File: src/rtl/gemm_pkg.sv
// Shared types and tile geometry defaults for the GeMM tile sequencer.
package gemm_pkg;

    localparam int unsigned TileCntWidth = 8;

    localparam int unsigned DefNumPeM = 2;
    localparam int unsigned DefNumPeN = 2;
    localparam int unsigned DefNumIpK = 16;

    localparam int unsigned ShiftM = $clog2(DefNumPeM);
    localparam int unsigned ShiftN = $clog2(DefNumPeN);
    localparam int unsigned ShiftK = $clog2(DefNumIpK);

    typedef enum logic [1:0] {IDLE, RUN, DRAIN, DONE} gemm_seq_state_e;

    typedef logic [TileCntWidth-1:0] tile_cnt_t;

endpackage

File: src/rtl/gemm_tile_counter.sv
// Three-level nested wrap counter for the tile walk: k innermost, then n, then m.
module gemm_tile_counter
    import gemm_pkg::*;
#(
    parameter int unsigned W = TileCntWidth
) (
    input  logic         clk_i,
    input  logic         rst_ni,
    input  logic         en_i,
    input  logic         clr_i,
    input  logic [W-1:0] lim_k_i,
    input  logic [W-1:0] lim_n_i,
    input  logic [W-1:0] lim_m_i,
    output logic [W-1:0] k_o,
    output logic [W-1:0] n_o,
    output logic [W-1:0] m_o,
    output logic         last_o
);

    logic k_last, n_last, m_last;

    assign k_last = (k_o == lim_k_i - W'(1));
    assign n_last = (n_o == lim_n_i - W'(1));
    assign m_last = (m_o == lim_m_i - W'(1));
    assign last_o = k_last && n_last && m_last;

    always_ff @(posedge clk_i or negedge rst_ni) begin
        if (!rst_ni) begin
            k_o <= '0;
            n_o <= '0;
            m_o <= '0;
        end else if (clr_i) begin
            k_o <= '0;
            n_o <= '0;
            m_o <= '0;
        end else if (en_i) begin
            if (k_last) begin
                k_o <= '0;
                if (n_last) begin
                    n_o <= '0;
                    m_o <= m_last ? '0 : m_o + W'(1);
                end else begin
                    n_o <= n_o + W'(1);
                end
            end else begin
                k_o <= k_o + W'(1);
            end
        end
    end

endmodule

File: src/rtl/gemm_tile_sequencer.sv
// Tiled GeMM sequencer: FSM, SRAM address generation and PE strobe pipeline.
// Optional busy-cycle perf counter enabled by defining GEMM_SEQ_PERF_EN.
module gemm_tile_sequencer
    import gemm_pkg::*;
#(
    parameter int unsigned AddrWidth     = 16,
    parameter int unsigned SizeAddrWidth = TileCntWidth,
    parameter int unsigned NumPE_M       = DefNumPeM,
    parameter int unsigned NumPE_N       = DefNumPeN,
    parameter int unsigned NumIp_K       = DefNumIpK,
    parameter int unsigned PerfWidth     = 32
) (
    input  logic                     clk_i,
    input  logic                     rst_ni,
    input  logic                     start_i,
    input  logic [SizeAddrWidth-1:0] M_size_i,
    input  logic [SizeAddrWidth-1:0] K_size_i,
    input  logic [SizeAddrWidth-1:0] N_size_i,
    output logic [AddrWidth-1:0]     sram_a_addr_o,
    output logic [AddrWidth-1:0]     sram_b_addr_o,
    output logic [AddrWidth-1:0]     sram_c_addr_o,
    output logic                     sram_c_we_o,
    output logic                     pe_valid_o,
    output logic                     pe_init_save_o,
    output logic                     pe_acc_clr_o,
    output logic                     busy_o,
    output logic                     done_o,
    output logic                     size_err_o,
    output logic [PerfWidth-1:0]     perf_cycles_o
);

    localparam int unsigned ShM = $clog2(NumPE_M);
    localparam int unsigned ShN = $clog2(NumPE_N);
    localparam int unsigned ShK = $clog2(NumIp_K);
    localparam logic [SizeAddrWidth-1:0] MaskM = SizeAddrWidth'(NumPE_M - 1);
    localparam logic [SizeAddrWidth-1:0] MaskN = SizeAddrWidth'(NumPE_N - 1);
    localparam logic [SizeAddrWidth-1:0] MaskK = SizeAddrWidth'(NumIp_K - 1);

    gemm_seq_state_e state_q, state_d;

    logic [SizeAddrWidth-1:0] m_in, k_in, n_in;
    logic [SizeAddrWidth-1:0] mt_q, kt_q, nt_q;
    logic [SizeAddrWidth-1:0] m_cnt, k_cnt, n_cnt;
    logic                     start_ok, zero_tiles, low_bits, issue, last, drain_q;
    logic                     v1_q, init1_q, we1_q, we2_q;
    logic [AddrWidth-1:0]     c_addr1_q, c_addr_q, c_addr_next;

    assign m_in       = M_size_i >> ShM;
    assign k_in       = K_size_i >> ShK;
    assign n_in       = N_size_i >> ShN;
    assign zero_tiles = (m_in == '0) || (k_in == '0) || (n_in == '0);
    assign low_bits   = ((M_size_i & MaskM) != '0) || ((K_size_i & MaskK) != '0)
                      || ((N_size_i & MaskN) != '0);
    assign start_ok   = start_i && (state_q == IDLE);

    always_comb begin
        state_d      = state_q;
        issue        = 1'b0;
        busy_o       = 1'b0;
        done_o       = 1'b0;
        pe_acc_clr_o = 1'b0;
        unique case (state_q)
            IDLE: begin
                pe_acc_clr_o = 1'b1;
                if (start_i) state_d = zero_tiles ? DONE : RUN;
            end
            RUN: begin
                issue  = 1'b1;
                busy_o = 1'b1;
                if (last) state_d = DRAIN;
            end
            DRAIN: begin
                busy_o = 1'b1;
                if (drain_q) state_d = DONE;
            end
            DONE: begin
                done_o       = 1'b1;
                pe_acc_clr_o = 1'b1;
                state_d      = IDLE;
            end
            default: state_d = IDLE;
        endcase
    end

    always_ff @(posedge clk_i or negedge rst_ni) begin
        if (!rst_ni) begin
            state_q    <= IDLE;
            drain_q    <= 1'b0;
            mt_q       <= '0;
            kt_q       <= '0;
            nt_q       <= '0;
            size_err_o <= 1'b0;
        end else begin
            state_q <= state_d;
            drain_q <= (state_q == DRAIN) ? ~drain_q : 1'b0;
            if (start_ok) begin
                mt_q       <= m_in;
                kt_q       <= k_in;
                nt_q       <= n_in;
                size_err_o <= zero_tiles || low_bits;
            end
        end
    end

    gemm_tile_counter #(
        .W (SizeAddrWidth)
    ) u_cnt (
        .clk_i   (clk_i),
        .rst_ni  (rst_ni),
        .en_i    (issue),
        .clr_i   (start_ok),
        .lim_k_i (kt_q),
        .lim_n_i (nt_q),
        .lim_m_i (mt_q),
        .k_o     (k_cnt),
        .n_o     (n_cnt),
        .m_o     (m_cnt),
        .last_o  (last)
    );

    assign sram_a_addr_o = AddrWidth'(m_cnt) * AddrWidth'(kt_q) + AddrWidth'(k_cnt);
    assign sram_b_addr_o = AddrWidth'(n_cnt) * AddrWidth'(kt_q) + AddrWidth'(k_cnt);
    assign c_addr_next   = AddrWidth'(m_cnt) * AddrWidth'(nt_q) + AddrWidth'(n_cnt);

    // Stage 1 aligns with SRAM read data; stage 2 is the write-back of the finished tile.
    always_ff @(posedge clk_i or negedge rst_ni) begin
        if (!rst_ni) begin
            v1_q      <= 1'b0;
            init1_q   <= 1'b0;
            we1_q     <= 1'b0;
            we2_q     <= 1'b0;
            c_addr1_q <= '0;
            c_addr_q  <= '0;
        end else begin
            v1_q      <= issue;
            init1_q   <= issue && (k_cnt == '0);
            we1_q     <= issue && (k_cnt == kt_q - SizeAddrWidth'(1));
            we2_q     <= we1_q;
            c_addr1_q <= c_addr_next;
            if (we1_q) c_addr_q <= c_addr1_q;
        end
    end

    assign pe_valid_o     = v1_q;
    assign pe_init_save_o = init1_q;
    assign sram_c_we_o    = we2_q;
    assign sram_c_addr_o  = c_addr_q;

`ifdef GEMM_SEQ_PERF_EN
    logic [PerfWidth-1:0] perf_q;

    always_ff @(posedge clk_i or negedge rst_ni) begin
        if (!rst_ni) begin
            perf_q <= '0;
        end else if (start_ok) begin
            perf_q <= '0;
        end else if (busy_o && (perf_q != '1)) begin
            perf_q <= perf_q + PerfWidth'(1);
        end
    end

    assign perf_cycles_o = perf_q;
`else
    assign perf_cycles_o = '0;
`endif

endmodule

File: config.mk
export PLATFORM = sky130hd
export DESIGN_NAME = gemm_tile_sequencer
export DESIGN_NICKNAME = d
export VERILOG_FILES = /design/src/rtl/gemm_pkg.sv /design/src/rtl/gemm_tile_counter.sv /design/src/rtl/gemm_tile_sequencer.sv
export SDC_FILE = /design/constraint.sdc
export NUM_CORES = 1
export LEC_CHECK = 0
export ABC_CLOCK_PERIOD_IN_PS = 17500
export CAP_MARGIN = 0
export CORE_ASPECT_RATIO = 1.75
export CORE_MARGIN = 2
export CORE_UTILIZATION = 30
export DETAILED_ROUTE_END_ITERATION = 8
export GPL_TIMING_DRIVEN = 0
export MAX_ROUTING_LAYER = met4
export SLEW_MARGIN = 25
export SYNTH_ARGS = -nofsm -noshare
export SYNTH_HDL_FRONTEND = slang
export SYNTH_SLANG_ARGS = --single-unit
File: constraint.sdc
create_clock -name clk_i -period 17.5 [get_ports clk_i]
set_clock_uncertainty 0.15 [all_clocks]
set_input_delay 5.25 -clock clk_i [delete_from_list [all_inputs] [get_ports clk_i]]
set_output_delay 5.25 -clock clk_i [all_outputs]
set_load 0.01 [all_outputs]
After elaboration in Yosys (flattened, before gate mapping)
Cells that the tools add are included.
{"block": "op_classes", "add_sub_neg": 9, "mul": 3, "n_eq_ne": 9, "muxes": 22, "bitwise_logic": 1, "n_reduce_logical": 24}
{"cell": "8-bit 2-to-1 mux", "count": 12}
{"cell": "8-bit zero test", "count": 4}
{"cell": "12-bit by 8-bit adder with 13-bit output", "count": 2}
{"cell": "8-bit by 1-bit adder with 8-bit output (second input constant)", "count": 3}
{"cell": "8-bit == test", "count": 3}
{"cell": "8-bit by 4-bit multiplier with 12-bit output", "count": 2}
{"cell": "15-bit by 8-bit adder with 16-bit output", "count": 1}
{"cell": "7-bit by 1-bit subtractor with 8-bit output (second input constant)", "count": 2}
{"cell": "8-bit by 7-bit multiplier with 15-bit output", "count": 1}
{"cell": "2-bit 2-to-1 mux", "count": 4}
{"cell": "2-bit case mux with 4 select lines", "count": 1}
{"cell": "8-bit nonzero test", "count": 1}
{"cell": "2-bit inequality test (second input constant)", "count": 3}
{"cell": "3-bit AND reduction", "count": 2}
{"cell": "2-bit nonzero test", "count": 3}
{"cell": "1-bit logical AND", "count": 5}
{"cell": "1-bit logical OR", "count": 5}
{"cell": "1-bit 2-to-1 mux", "count": 5}
{"cell": "4-bit by 1-bit subtractor with 5-bit output (second input constant)", "count": 1}
{"cell": "2-bit == test (second input constant)", "count": 2}
{"cell": "2-bit OR reduction", "count": 2}
{"cell": "2-bit by 1-bit == test with 1-bit output (second input constant)", "count": 1}
{"cell": "2-bit zero test", "count": 1}
{"cell": "2-bit AND reduction", "count": 1}
{"cell": "1-bit inverter", "count": 1}
{"block": "totals", "reg_bits": 82, "input_bits": 27, "output_inout_bits": 87, "wordCells": 83}

Depth between registers and ports, before layout
Gate-level depths: netlist (run 1).
{"block": "depth", "depth_word": 7, "ltp_mapped": 19, "ltp_nobuf": 18}

Cells and area by module
Synthesis (run 1) repeated with hierarchy kept, for this count alone.
{"block": "unflattened", "hier_cells": 969, "area_unflattened_um2": 9042.4}
{"module": "gemm_tile_sequencer", "n_inst": 1, "cells_per_inst": 724, "area_per_inst_um2": 6998.0, "seq_area_each_um2": 1451.4}
{"module": "gemm_tile_counter", "n_inst": 1, "cells_per_inst": 245, "area_per_inst_um2": 2044.5, "seq_area_each_um2": 600.6}

Worst setup path after synthesis (run 1)
OpenSTA, ideal clock, no wires.
{"block": "synth_path", "path_kind": "reg-to-output", "start": "reg kt_q[2]", "end": "out sram_a_addr_o[11]", "arrival_time_ns": 4.205, "required_time_ns": 12.100, "setup_slack_ns": 7.895, "stages_incl_launch_ff": 16, "path_buffers": 2, "cell_sequence": "dfrtp_1 -> clkbuf_1 -> clkbuf_1 -> nand2_1 -> fa_1 -> fa_1 -> fa_1 -> inv_1 -> ha_1 -> a21o_1 -> a21oi_1 -> o21bai_1 -> a2111oi_0 -> o31ai_1 -> a21oi_1 -> xnor2_1"}
{"block": "synth_between", "elab_chain_len": 2}
{"item": "from (decl)", "line": "gemm_tile_sequencer.sv:42", "text": "logic [SizeAddrWidth-1:0] mt_q, kt_q, nt_q;"}
{"item": "from (signal assigned)", "line": "gemm_tile_sequencer.sv:98", "text": "kt_q <= k_in;"}
{"item": "8-bit by 4-bit multiplier with 12-bit output", "line": "gemm_tile_sequencer.sv:121", "text": "assign sram_a_addr_o = AddrWidth'(m_cnt) * AddrWidth'(kt_q) + AddrWidth'(k_cnt);"}
{"item": "12-bit by 8-bit adder with 13-bit output", "line": "gemm_tile_sequencer.sv:121"}
{"item": "to (decl)", "line": "gemm_tile_sequencer.sv:19", "text": "output logic [AddrWidth-1:0] sram_a_addr_o,"}
No other way between the ends.

Worst setup path after layout (run 1)
{"block": "layout_path", "start": "reg kt_q[3]", "end": "out sram_a_addr_o[11]"}
Same word-level chain as after synthesis.

==> reports/metrics.cfg, run 1 <==
[outcome]
status=completed

[clock_network]
cts-buffers-inserted=9
htree_levels=3
cts_root_buf=clkbuf_16
cts_hold_buf=0
tritoncts=done
cts_sinks=82
path_clk_slew_ps=70
postCtsSetupRepairBufs=0
clock_latency_ps=370
ctsResizeCount=0
cts.path.max_buffers=2

[worst_setup_path]
timing.rr.start=u_cnt.m_o[2]
reg2reg_slack_ps=11910
start_kind=register
worstReg2RegEnd=c_addr1_q[15]
startpoint=kt_q[3]
crit_required_ps=12100
max_stage_delay_ps=670
end_kind=output port
cp_max_fo=10
crit_type=reg -> out
crit_buf_inv=4
r2r.worst_path.cells=17
cpMaxStageDelayCell=a2111oi_0
cp_top_family=adder cells
cp_cell_sequence=clkbuf_1 > clkbuf_1 > nand2_1 > fa_1 > fa_1 > fa_1 > inv_1 > ha_1 > a21o_1 > a21oi_1 > o21bai_1 > a2111oi_0 > o31ai_1 > a21oi_1 > xnor2_1 > clkdlybuf4s50_1
cpMostUsedCell=fa_1
cp.arrival_ps=5980

[logic_synthesis]
yosysWarnings=0
async_flop_share_pct=100
yosysSeqAreaShare_pct=23.0
avgSynthCellArea_um2=9.06
synthTopCellsByArea=dfrtp_1 (23%), fa_1 (17%), ha_1 (14%)
syn_inst=984
syn_area_mm2=0.00891
synth_cell_types=63
yosysTopAreaCellShare_pct=23.0
yosys.area.top_type=dfrtp_1
synth_most_common_cell=inv_1
synthFlopType=dfrtp_1
synth_common_cells=inv_1 (137), nand2_1 (104), ha_1 (97)
synth_edf_count=0
synth-seq-cells=82

[routing]
drt_iter0_markers=252
vias_per_cell=4.70
topRoutingLayerUsed=met4
drc=0
vias=7033
wl_mm=22.5
dr_wl_met3_um=995
wl_met2_mm=12.5
firstDrtPassIters=4
wl_per_cell_um=15.1
ant_nets=0
drt-met1-wl_mm=7.95

[min_path]
hold_depth=0
min_path_type=reg -> reg
holdCritStartpoint=we1_q
holdPathEnd=sram_c_we_o

[placement]
place_inst=1479
placed_area_mm2=0.0103
dp_hpwl_mm=18.7
io_buffers=75
place_congestion=0.870

[power_and_ir_drop]
total_power_uw=967
p_leak_nw=5.36
ir_drop_mv=0.0498
power_density_mw_per_mm2=90.9

[cells_and_area]
diodes=0
layout.nets=1307
final_cells=1495
area_growth_pct=19.3
fin_area_mm2=0.0106
finalCoreUtilization_pct=36.3
drive_gt1_share_pct=8.89

[timing]
final.min_clock_period_ps=11380
slew_viol_final=0
fmax_mhz=87.9
finalCritPeriodShare_pct=65.0
rsz0062_at_grt=no
finalHoldViolCount=0
setup_viol=0
tns_ps=0
maxSlewHeadroom_pct=30.0
worst_pin_slew_ps=1050

[global_routing]
grt_pass1_wl_mm=36.3
antenna_found_initial=0
grt_max_degree=60
grt.total_usage_pct=15.4
grt_overflow_total=0
grt_pass1_vias=7241

[die]
io_pins=114
die_area_mm2=0.0312
die_w_um=134
start_util_pct=30.4
core_area_mm2=0.0293
die_y_um=232
rows=83

[run]
maxCapViolCount=0

## report_power, final
| group | internal, mW | switching, mW | leakage, nW |
|---|---|---|---|
| Clock | 0.126 | 0.0889 | 0.157 |
| Combinational | 0.194 | 0.287 | 4.10 |
| Sequential | 0.228 | 0.0421 | 1.10 |
| Total | 0.549 | 0.418 | 5.36 |
## flip-flops by register name (all words and copies together), names as in the netlist
name,count
pe_init_save_o,1
u_cnt.k_o,8
pe_valid_o,1
nt_q,7
size_err_o,1
drain_q,1
we1_q,1
mt_q,7
sram_c_addr_o,16
state_q,2
u_cnt.n_o,8
kt_q,4
sram_c_we_o,1
u_cnt.m_o,8
c_addr1_q,16
## cells in the final DEF (no fill, tap or decap), types with 11 or more instances in the layout
cell,Yosys,routed
fa_1,75,75
dfrtp_1,82,82
nor3_1,11,11
clkbuf_1,30,30
buf_4,40,40
nand2_1,104,104
ha_1,97,97
nor2_1,44,44
xnor2_1,37,37
clkdlybuf4s50_1,0,74
inv_1,137,137
nand3_1,18,18
o21ai_0,18,18
and2_1,68,68
a21oi_1,32,32
conb_1,1,38
xor2_1,17,17
mux2_2,18,18
## metal layers
metal	GRT usage, %	vias up
met4	8.39	0
met1	15.3	3428
li1	-	3377
met5	-	-
met3	2.27	52
met2	28.6	176
## final cells by class
class                           count  area (um2)
Buffer                             79         463
Clock buffer                        9         225
Clock inverter                      7        98.8
Fill cell                        3032       18700
Inverter                          139         522
Multi-Input combinational cell    721        6010
Sequential cell                    82        2050
Tap cell                          382         478
Timing Repair Buffer               76         779
## metrics by stage
| step | worst slack [ps] | hold slack, ps |
|---|---|---|
| floorplan | 7890 | 202 |
| global placement | 6520 | 220 |
| detailed placement | 6500 | 217 |
| CTS | 6090 | 240 |
| global route | 5730 | 246 |
| finish | 6120 | 238 |
## logic make-up (layout without fill, tap and decap cells)
group           after synthesis  in the layout  share of synthesized area [%]
fa+ha+maj                   172            172                           30.5
buf+inv                     218            310                           11.0
compound gates              126            126                           9.43
mux                          21             21                           2.61
flops                        82             82                           23.0
xor+xnor                     54             54                           5.31
other cells                   1             38                         0.0421
simple gates                310            310                           18.1
## worst max-delay path by stage
stage | to | slack (ps) | depth (start not counted)
floorplan | sram_a_addr_o[11] | 7890 | 15
global placement | sram_a_addr_o[11] | 6520 | 16
detailed placement | sram_a_addr_o[11] | 6500 | 16
CTS | sram_a_addr_o[11] | 6090 | 16
global route | sram_a_addr_o[11] | 5730 | 16
finish | sram_a_addr_o[11] | 6120 | 16
Power figures use the tool's default switching activity.
==> inputs of run 2 (changes only) <==
--- a/config.mk
+++ b/config.mk
@@ -5,7 +5,7 @@
 export SDC_FILE = /design/constraint.sdc
 export NUM_CORES = 1
 export LEC_CHECK = 0
-export ABC_CLOCK_PERIOD_IN_PS = 17500
+export ABC_CLOCK_PERIOD_IN_PS = 11700
 export CAP_MARGIN = 0
 export CORE_ASPECT_RATIO = 1.75
 export CORE_MARGIN = 2
==> constraint.sdc (replaced) <==
create_clock -name clk_i -period 11.7 [get_ports clk_i]
set_clock_uncertainty 0.15 [all_clocks]
set_input_delay 3.51 -clock clk_i [delete_from_list [all_inputs] [get_ports clk_i]]
set_output_delay 3.51 -clock clk_i [all_outputs]
set_load 0.01 [all_outputs]
==> results of run 2 <==
The final DEF is identical to that of run 1. Status: completed.
Main changes from that run: setup slack after placement 6500 ps -> 2440 ps; setup slack after layout 6120 ps -> 2060 ps; register-to-register setup slack 11910 ps -> 6110 ps; total power 0.967 mW -> 1.45 mW; worst IR drop on VDD 0.0498 mV -> 0.0745 mV
